--- config.mk ---
export PLATFORM = sky130hd
export DESIGN_NAME = gcbank_ctrl
export DESIGN_NICKNAME = d
export VERILOG_FILES = /design/src/rtl/gcbank_ctrl_pkg.sv /design/src/rtl/gcbank_ctrl.sv
export SDC_FILE = /design/constraint.sdc
export NUM_CORES = 1
export LEC_CHECK = 0
export CORE_MARGIN = 1
export CORE_UTILIZATION = 45
export CTS_CLUSTER_DIAMETER = 80
export CTS_CLUSTER_SIZE = 14
export DETAILED_ROUTE_END_ITERATION = 7
export PLACE_DENSITY = 0.84
export SYNTH_ARGS = -nofsm -noshare
export SYNTH_HDL_FRONTEND = slang
export SYNTH_SLANG_ARGS = --single-unit
--- constraint.sdc ---
create_clock -name clk -period 3.5 [get_ports clk]
set_input_delay 0.35 -clock clk [delete_from_list [all_inputs] [get_ports clk]]
set_output_delay 0.35 -clock clk [all_outputs]
set_load 0.1 [all_outputs]
--- src/rtl/gcbank_ctrl_pkg.sv ---
// Shared definitions for the double-buffered gain-curve bank controller:
// FSM state encoding and the width of a bank-qualified RAM address.
package gcbank_ctrl_pkg;

    // Controller states: waiting, filling the shadow bank, or waiting for a
    // frame boundary to swap the freshly loaded bank in.
    typedef enum logic [1:0] {
        ST_IDLE = 2'd0,
        ST_LOAD = 2'd1,
        ST_PEND = 2'd2
    } state_e;

    // One bank-select bit sits above the bin index in every RAM address.
    localparam int unsigned BANK_SEL_W = 1;

    // Width of {bank, bin_index} for a curve of 2^log_fft_size bins.
    function automatic int unsigned bank_addr_w(input int unsigned log_fft_size);
        return log_fft_size + BANK_SEL_W;
    endfunction

endpackage

--- src/rtl/gcbank_ctrl.sv ---
// Gain-curve bank controller. The datapath reads the active bank while a
// serial loader fills the shadow bank; the banks swap only at a frame
// boundary once a complete curve has been written. A stalled loader is
// aborted after TIMEOUT cycles without address progress.
module gcbank_ctrl
    import gcbank_ctrl_pkg::*;
#(
    parameter int unsigned         LOGFFTSIZE = 10,
    parameter int unsigned         GCRVEWIDTH = 8,
    parameter int unsigned         TOWIDTH    = 24,
    parameter logic [TOWIDTH-1:0]  TIMEOUT    = 24'd5_000_000
) (
    input  logic                                   clk,
    input  logic                                   rst,
    input  logic                                   load_req,
    input  logic                                   frame_start,
    output logic                                   ld_run,
    input  logic [LOGFFTSIZE-1:0]                  ld_addr,
    input  logic [GCRVEWIDTH-1:0]                  ld_din,
    input  logic                                   ld_we,
    input  logic [LOGFFTSIZE-1:0]                  rd_addr,
    output logic [bank_addr_w(LOGFFTSIZE)-1:0]     ram_waddr,
    output logic [GCRVEWIDTH-1:0]                  ram_din,
    output logic                                   ram_we,
    output logic [bank_addr_w(LOGFFTSIZE)-1:0]     ram_raddr,
    output logic                                   active_bank,
    output logic                                   busy,
    output logic                                   err_timeout
);

    localparam logic [LOGFFTSIZE-1:0] ADDR_LAST = '1;
    localparam logic [TOWIDTH-1:0]    TO_LAST   = TIMEOUT - 1'b1;

    state_e                  state_q, state_d;
    logic                    active_bank_q, active_bank_d;
    logic                    err_timeout_q, err_timeout_d;
    logic [TOWIDTH-1:0]      to_cnt_q, to_cnt_d;
    logic [LOGFFTSIZE-1:0]   last_addr_q;
    // Set once the final bin has been written; the next ld_we-low cycle
    // marks the end of the load.
    logic                    last_seen_q, last_seen_d;

    // Next-state and control decode for the load/swap FSM.
    always_comb begin
        // NOTE: every signal written here gets a default first so no path
        // leaves it unassigned, which would infer a latch.
        state_d       = state_q;
        active_bank_d = active_bank_q;
        err_timeout_d = err_timeout_q;
        to_cnt_d      = to_cnt_q;
        last_seen_d   = last_seen_q;

        case (state_q)
            ST_IDLE: begin
                if (load_req) begin
                    state_d       = ST_LOAD;
                    err_timeout_d = 1'b0;
                    to_cnt_d      = '0;
                    last_seen_d   = 1'b0;
                end
            end

            ST_LOAD: begin
                // Any address movement counts as loader progress.
                if (ld_addr != last_addr_q) begin
                    to_cnt_d = '0;
                end else begin
                    to_cnt_d = to_cnt_q + 1'b1;
                end

                if (ld_we && (ld_addr == ADDR_LAST)) begin
                    last_seen_d = 1'b1;
                end

                // A finished curve wins over a coincident timeout.
                if (last_seen_q && !ld_we) begin
                    state_d = ST_PEND;
                end else if (to_cnt_q == TO_LAST) begin
                    state_d       = ST_IDLE;
                    err_timeout_d = 1'b1;
                end
            end

            ST_PEND: begin
                // The swap takes priority; a simultaneous load_req is dropped.
                if (frame_start) begin
                    active_bank_d = ~active_bank_q;
                    state_d       = ST_IDLE;
                end else if (load_req) begin
                    state_d       = ST_LOAD;
                    err_timeout_d = 1'b0;
                    to_cnt_d      = '0;
                    last_seen_d   = 1'b0;
                end
            end

            default: begin
                state_d = ST_IDLE;
            end
        endcase
    end

    // State registers with asynchronous reset so an abort mid-load is immediate.
    always_ff @(posedge clk or posedge rst) begin
        // NOTE: sequential state uses non-blocking assignments so every
        // register samples pre-edge values regardless of statement order.
        if (rst) begin
            state_q       <= ST_IDLE;
            active_bank_q <= 1'b0;
            err_timeout_q <= 1'b0;
            to_cnt_q      <= '0;
            last_addr_q   <= '0;
            last_seen_q   <= 1'b0;
        end else begin
            state_q       <= state_d;
            active_bank_q <= active_bank_d;
            err_timeout_q <= err_timeout_d;
            to_cnt_q      <= to_cnt_d;
            last_addr_q   <= ld_addr;
            last_seen_q   <= last_seen_d;
        end
    end

    // Bank-qualified RAM ports: writes always go to the shadow bank and
    // reads to the active bank, so the two can never collide.
    always_comb begin
        ram_waddr   = {~active_bank_q, ld_addr};
        ram_raddr   = {active_bank_q, rd_addr};
        ram_din     = ld_din;
        ram_we      = ld_we && (state_q == ST_LOAD);
        ld_run      = (state_q == ST_LOAD);
        busy        = (state_q != ST_IDLE);
        active_bank = active_bank_q;
        err_timeout = err_timeout_q;
    end

endmodule

-- Yosys cells after proc, flatten, opt, wreduce, memory -nomap -nowiden
Index checks and enable logic that the tools add are counted.
- reductions and logical operators: 11
- add/sub/neg operators: 1
- bitwise logic cells: 1
- eq/ne operators: 10
- mux-type cells: 18
- operators with widths (kind ; number):
    2-to-1 mux 24 bit ; 3
    case mux 24 bit (3 select lines) ; 1
    adder 24 x 1 -> 24 bit, second input constant ; 1
    == test 24 x 23 -> 1 bit, second input constant ; 1
    == test 10 bit, second input constant ; 1
    inequality test 10 bit ; 1
    2-to-1 mux 2 bit ; 4
    2-to-1 mux 1 bit ; 7
    case mux 1 bit (3 select lines) ; 2
    case mux 2 bit (3 select lines) ; 1
    inequality test 2 x 1 -> 1 bit, second input constant ; 2
    inequality test 2 bit, second input constant ; 2
    AND reduction 2 bit ; 2
    AND reduction 4 bit ; 1
    logical AND 1 bit ; 3
    inequality test 3 x 1 -> 1 bit, second input constant ; 1
    AND reduction 3 bit ; 1
    nonzero test 3 bit ; 1
    == test 2 x 1 -> 1 bit, second input constant ; 1
    == test 2 bit, second input constant ; 1
    zero test 2 bit ; 1
    nonzero test 2 bit ; 1
    zero test 1 bit ; 1
    NOT 1 bit ; 1
- output and inout bits: 35
- register bits after elaboration: 39
- input port bits: 33
- logic and storage cells: 47

-- Logic depth before layout (Yosys ltp)
Gate-level depths: netlist (run 1).
- word-level depth: 4
- depth in mapped cells: 7
- mapped depth without buffers: 6

-- Least setup slack after synthesis (run 1)
Ideal clock, no wire load.
- kind: reg-to-output
- start: register state_q[1]
- end: output port ram_we
- arrival: 1730 ps
- cell stages (with the launch flop): 3
- buffers on the path: 0
- setup slack: 1420 ps
- data required time: 3150 ps
- path through: dfrtp_1 and2b_4 and2_1
- word-level cells in the longest chain between the ends: 2
- ends and longest elaborated chain (element ; line ; RTL):
    start, declared ; gcbank_ctrl.sv:34 ; state_e state_q, state_d;
    start signal, assigned ; gcbank_ctrl.sv:115 ; state_q <= state_d;
    == test 2 x 1 -> 1 bit ; n/a ;
    named net ld_run ; gcbank_ctrl.sv:17 ; output logic ld_run,
    logical AND 1 bit ; gcbank_ctrl.sv:130 ; ram_we = ld_we && (state_q == ST_LOAD);
    end, declared ; gcbank_ctrl.sv:24 ; output logic ram_we,
The timed path passes the listed nets, and every way through them passes these cells.

-- Worst setup path in the final report (run 1)
- start: register state_q[0]
- end: output port ld_run
- word-level cells in the longest chain between the ends: 1
- ends and longest elaborated chain (element ; line ; RTL):
    == test 2 x 1 -> 1 bit ; gcbank_ctrl.sv:131 ; ld_run = (state_q == ST_LOAD);
    end, declared ; gcbank_ctrl.sv:17 ;
Every way passes these cells.

==> impl_metrics.tcl, run 1 <==
set metrics [dict create \
    critical-path-max-stage-delay_ns 1.15 \
    worstSetupPathDepth 2 \
    die_x_um 72.86 \
    synthXorXnorAreaFrac_pct 9.302 \
    worst_slew_pin_slew_ns 0.9815 \
    hold_path.class "reg2reg" \
    seq_area_frac_synth_pct 43.19 \
    grt_max_degree 25 \
    fill_cells 439 \
    viasPerCell 5.438 \
    synth-edff-count 0 \
    syn-num-nets 267 \
    min_period_ns 2.563 \
    root_buffer "clkbuf_8" \
    cts_tree "built" \
    clockBufferDepth 2 \
    fmax_mhz 390.2 \
    grt_setup_unrepaired "false" \
    cts_resized 0 \
    pin_count 68 \
    yosysMostFrequentCell "dfrtp_1" \
    hold_viol_final 0 \
    place_congestion 0.8535 \
    coreArea_sq_um 4786 \
    ctsHoldBuffers 0 \
    synth_fa_ha_area_share_pct 0.5537 \
    grt_pass1_wl_mm 7.258 \
    max_slew_margin_pct 34.36 \
    synth_cells 233 \
    synth_area_sq_um 2260 \
    dp_cells 298 \
    r2r_slack_ns 1.54 \
    drive_gt1_share_pct 13.92 \
    gr-total-overflow 0 \
    crit_arrival_ns 2.21 \
    via_count 1653 \
    num_rows 25 \
    path_class "reg2out" \
    fp.dieH_um 72.86 \
    utilization_pct 51.56 \
    clkTransAtPathRegs_ns 0.07 \
    synth-seq-cells 39 \
    start_kind "flip-flop" \
    synthArstFlopShare_pct 100.0 \
    grt_pass1_vias 1549 \
    synth_top_cells_by_count "dfrtp_1, buf_4, nor2_1, xnor2_1, nand3_1" \
    ys.flop_type "dfrtp_1" \
    io_buffer_count 31 \
    synth_area_per_cell_sq_um 9.698 \
    crit_path_cell_trace "and2b_4 -> clkdlybuf4s50_1" \
    required_ns 3.15 \
    route.detailed.drc 0 \
    cp-end-kind "output pin" \
    synth-simple-area-share_pct 28.85 \
    cts_sinks 39 \
    drt_iter0_drc 130 \
    synth_top_family_by_area "simple AND/OR/NAND/NOR gates" \
    fin_crit_sh_pct 73.22 \
    wl_mm 4.268 \
    cp_slowest_cell "clkdlybuf4s50_1" \
    finalSetupViolations 0 \
    post-cts-setup-buffers 0 \
    finalSetupTns_ns 0 \
    synth_top_area_share_pct 43.19 \
    timing.rr.start "state_q[0]" \
    postRouteAntennaNets 0 \
    critPathBufInv 1 \
    start_util_pct 47.22 \
    reg2regPathDepth 4 \
    status "finished clean" \
    crit_family "buffers and inverters" \
    synth_compound_area_share_pct 6.368 \
    maxCapViolCount 0 \
    grt_usage_pct 18.00 \
    vdd_ir_drop_max_mv 0.2407 \
    clock_latency_ns 0.29 \
    drt_pre_antenna_iters 4 \
    die_area_sq_um 5309 \
    synth_mux_area_share_pct 0 \
    antenna_found_initial 0 \
    synth_area_leaders "dfrtp_1, buf_4, xnor2_1" \
    yosysTopAreaCell "dfrtp_1" \
    leakage_nw 0.9686 \
    cp-endpoint "ld_run" \
    fin_cells 304 \
    wl_per_cell_um 14.04 \
    area_growth_pct 9.192 \
    diodes 0 \
    yosysUniqueCellTypes 40 \
    cts_max_level 2 \
    crit_fanout 9 \
    ys_warn_count 0 \
    cts_made_buffers 5 \
    finalNetCount 272 \
    setup.worst_path.start "state_q[0]" \
    report.final.slew_viol_count 0 \
    dp_hpwl_mm 3.190 \
    powerDensity_nw_per_um2 412.0 \
    rr_endpoint "to_cnt_q[12]" \
    skew_ns 0.007153 \
]
report_power, final:
part / switching (W) / internal (W) / total [W]
Combinational: 0.000198 / 0.0000653 / 0.000264
Clock: 0.000148 / 0.000132 / 0.000281
Sequential: 0.0000118 / 0.000461 / 0.000472
logic make-up after synthesis:
group	after synthesis
adders and majority gates	1
and+or+nand+nor	107
DFF	39
xor gates and xnor gates	24
buffers and inverters	40
AOI/OAI and AO/OA	22
through the flow:
stage / worst slack, ns / total power [W] / cell area [sq um] / hold slack, ns
final: 0.9374 / 0.001017 / 2467 / 0.4844
after global routing: 0.8948 / 0.001054 / 2467 / 0.5434
after CTS: 0.9436 / 0.001024 / 2467 / 0.4927
after detailed placement: 1.100 / 0.0007449 / 2391 / 0.4758
after global placement: 1.193 / 0.0007427 / 2391 / 0.4756
after floorplan: 1.420 / 0.0007874 / 2260 / 0.3814
tightest hold or removal path, delay by kind of cell (launching register included):
| kind | cells | cell delay (ns) |
|---|---|---|
| AND/OR/NAND/NOR | 1 | 0.05 |
| flip-flops | 1 | 0.35 |
| AO/OA/AOI/OAI | 1 | 0.06 |
flip-flops by register name, indices dropped and copies added, names as in the netlist:
signal and cells:
to_cnt_q 24, last_addr_q 10, state_q 2, active_bank 1, err_timeout 1, last_seen_q 1
cell type report:
class | instances | area [sq um] | share of cell area, %
sequential | 39 | 975.9 | 39.55
clock inverter | 1 | 7.507 | 0.3043
tap | 67 | 83.83 | 3.398
multi-input combinational | 154 | 1018 | 41.28
clock buffer | 5 | 68.82 | 2.789
timing repair buffer | 32 | 290.3 | 11.76
inverter | 6 | 22.52 | 0.9128
how the worst min path moves through the flow:
stage                      from             end  slack (ns)  depth (start not counted)
floorplan            ld_addr[0]  last_addr_q[0]        0.38                          0
global placement    err_timeout     err_timeout        0.48                          2
detailed placement  err_timeout     err_timeout        0.48                          2
CTS                 err_timeout     err_timeout        0.49                          2
global route        err_timeout     err_timeout        0.54                          2
finish              err_timeout     err_timeout        0.48                          2
placed cells by master, fill, tap and decap left out, drive strengths merged, types with 4 or more instances in the layout:
cell type / instances
o21ai: 12
buf: 12
nor3: 6
clkdlybuf4s50: 20
dfrtp: 39
nor4: 9
xnor2: 21
nor2: 21
nand4: 12
nand3: 18
clkbuf: 5
and3: 6
nand2: 16
or3: 4
inv: 6
routing by layer:
layer | track usage, % | up-vias | routed length, um
li1 | - | 799 | -
met5 | 0 | - | 0
met1 | 24.42 | 808 | 1949
met2 | 27.73 | 41 | 2059
met3 | 4.282 | 5 | 197
met4 | 7.407 | 0 | 63
Note: power is estimated with default switching activity, not from simulation.
==> run 2, diff against run 1 <==
Clock period 3.5 ns to 2.4 ns, I/O delays scaled along.
==> run 2 against run 1 <==
  * Global-route usage grew 1.6 points
  * Final cell count grew 2.0%
  * Via count grew 1.6%
  * Sequential share of layout area shrank 0.44 points
  * Highest routed layer unchanged
  * Clock skew grew 0.0040 ns
  * Total power grew 51%
  * Routed wire length grew 6.3%
  * Register-to-register slack lost 0.99 ns
  * Sequential cell count is the same
  * First-iteration DRC count grew 26%
==> impl_metrics.tcl, run 2 (same netlist as run 1, synthesis figures left out) <==
set metrics [dict create \
    status "finished clean" \
    die_area_sq_um 5309 \
    ctsHoldBuffers 0 \
    place_congestion 0.8324 \
    crit_path_cell_trace "and2b_4 -> nand4_4 -> or3_4 -> or3_1 -> nand3_1" \
    leakage_nw 0.9967 \
    io_buffer_count 31 \
    viasPerCell 5.419 \
    grt_pass1_vias 1639 \
    cp_slowest_cell "dfrtp_1" \
    vdd_ir_drop_max_mv 0.4082 \
    drt_iter0_drc 164 \
    critical-path-max-stage-delay_ns 0.51 \
    report.final.slew_viol_count 0 \
    num_rows 25 \
    cts_made_buffers 5 \
    final_common_cell "dfrtp_1" \
    required_ns 2.65 \
    timing.rr.start "state_q[0]" \
    drt_pre_antenna_iters 4 \
    coreArea_sq_um 4786 \
    die_x_um 72.86 \
    grt_pass1_wl_mm 7.845 \
    finalNetCount 276 \
    start_util_pct 47.22 \
    grt_usage_pct 19.55 \
    powerDensity_nw_per_um2 615.2 \
    postRouteAntennaNets 0 \
    crit_fanout 9 \
    via_count 1680 \
    drive_gt1_share_pct 18.52 \
    post-cts-setup-buffers 0 \
    setup_slack_ns 0.5527 \
    finalSetupViolations 0 \
    diodes 0 \
    route.detailed.drc 0 \
    area_growth_pct 10.41 \
    max_slew_margin_pct 56.47 \
    dp_hpwl_mm 3.183 \
    top_register "to_cnt_q" \
    largestRegisters "to_cnt_q x24, last_addr_q x10, state_q x2" \
    root_buffer "clkbuf_8" \
    cp-end-kind "flip-flop" \
    hold_path.class "in2async" \
    cts_tree "built" \
    fp.dieH_um 72.86 \
    clockBufferDepth 2 \
    post-place-ws_ns 0.2360 \
    clkTransAtPathRegs_ns 0.08 \
    wl_per_cell_um 14.64 \
    start_kind "flip-flop" \
    finalSetupTns_ns 0 \
    maxCapViolCount 0 \
    cts_resized 0 \
    fin_crit_sh_pct 76.97 \
    largest_reg_flops 24 \
    reg2regPathDepth 5 \
    gr-total-overflow 0 \
    clock_latency_ns 0.31 \
    grt_max_degree 40 \
    wl_mm 4.539 \
    fmax_mhz 541.3 \
    critPathBufInv 0 \
    setup.worst_path.start "state_q[0]" \
    r2r_slack_ns 0.55 \
    grt_setup_unrepaired "false" \
    rr_endpoint "to_cnt_q[22]" \
    worst_slew_pin_slew_ns 0.6529 \
    path_class "reg2reg" \
    min_period_ns 1.847 \
    total_power_w 0.001535 \
    crit_arrival_ns 2.09 \
    skew_ns 0.01115 \
    cts_max_level 2 \
    cts_sinks 39 \
    crit_family "simple AND/OR/NAND/NOR gates" \
    final_cell_mix "dfrtp_1, buf_4, xnor2_1, nor2_1, nand3_1" \
    pin_count 68 \
    antenna_found_initial 0 \
    hold_viol_final 0 \
]
run 2: layout make-up:
type                    count  area (sq um)
fillers                   432          2291
multi-input cells         154          1018
clock buffers               5         68.82
inverters                   6         22.52
repair buffers             36         305.3
flip-flops and latches     39         975.9
clock inverters             3         20.02
well taps                  67         83.83
run 2: layer usage:
layer / part of all wire, % / GRT usage, % / vias up
li1: - / - / 811
met1: 45 / 24.53 / 833
met2: 49 / 33.33 / 30
met3: 3.8 / 4.144 / 6
met4: 1.5 / 6.972 / 0
met5: 0 / 0 / -
run 2: how the worst max path moves through the flow:
| stage | end | cells after the start |
|---|---|---|
| final | to_cnt_q[22] | 5 |
| after detailed placement | to_cnt_q[22] | 6 |
| after global routing | to_cnt_q[22] | 6 |
| after CTS | to_cnt_q[22] | 6 |
| after floorplan | last_seen_q | 3 |
| after global placement | to_cnt_q[23] | 6 |
run 2: worst register-to-register path: stages, from the launching register on:
cell and delay [ns]:
dfrtp_1 0.51, and2b_4 0.26, nand4_4 0.13, or3_4 0.44
or3_1 0.36, nand3_1 0.09
run 2: power by group:
part           internal [W]  switching, W  leakage [nW]  total [W]
clock              0.000202      0.000252        0.0402   0.000455
sequential         0.000671     0.0000173         0.512   0.000689
combinational     0.0000983      0.000293         0.444   0.000392
total              0.000972      0.000563         0.997    0.00153
run 2: per-stage QoR:
step                utilization [%]  cells  instance area, sq um  hold slack (ns)
floorplan                         -    233                  2260           0.2714
global placement              50.27    302                  2406           0.4726
detailed placement            50.27    302                  2406           0.4807
CTS                           52.13    310                  2495           0.3620
global route                  52.13    310                  2495           0.3998
finish                        52.13    310                  2495           0.3374
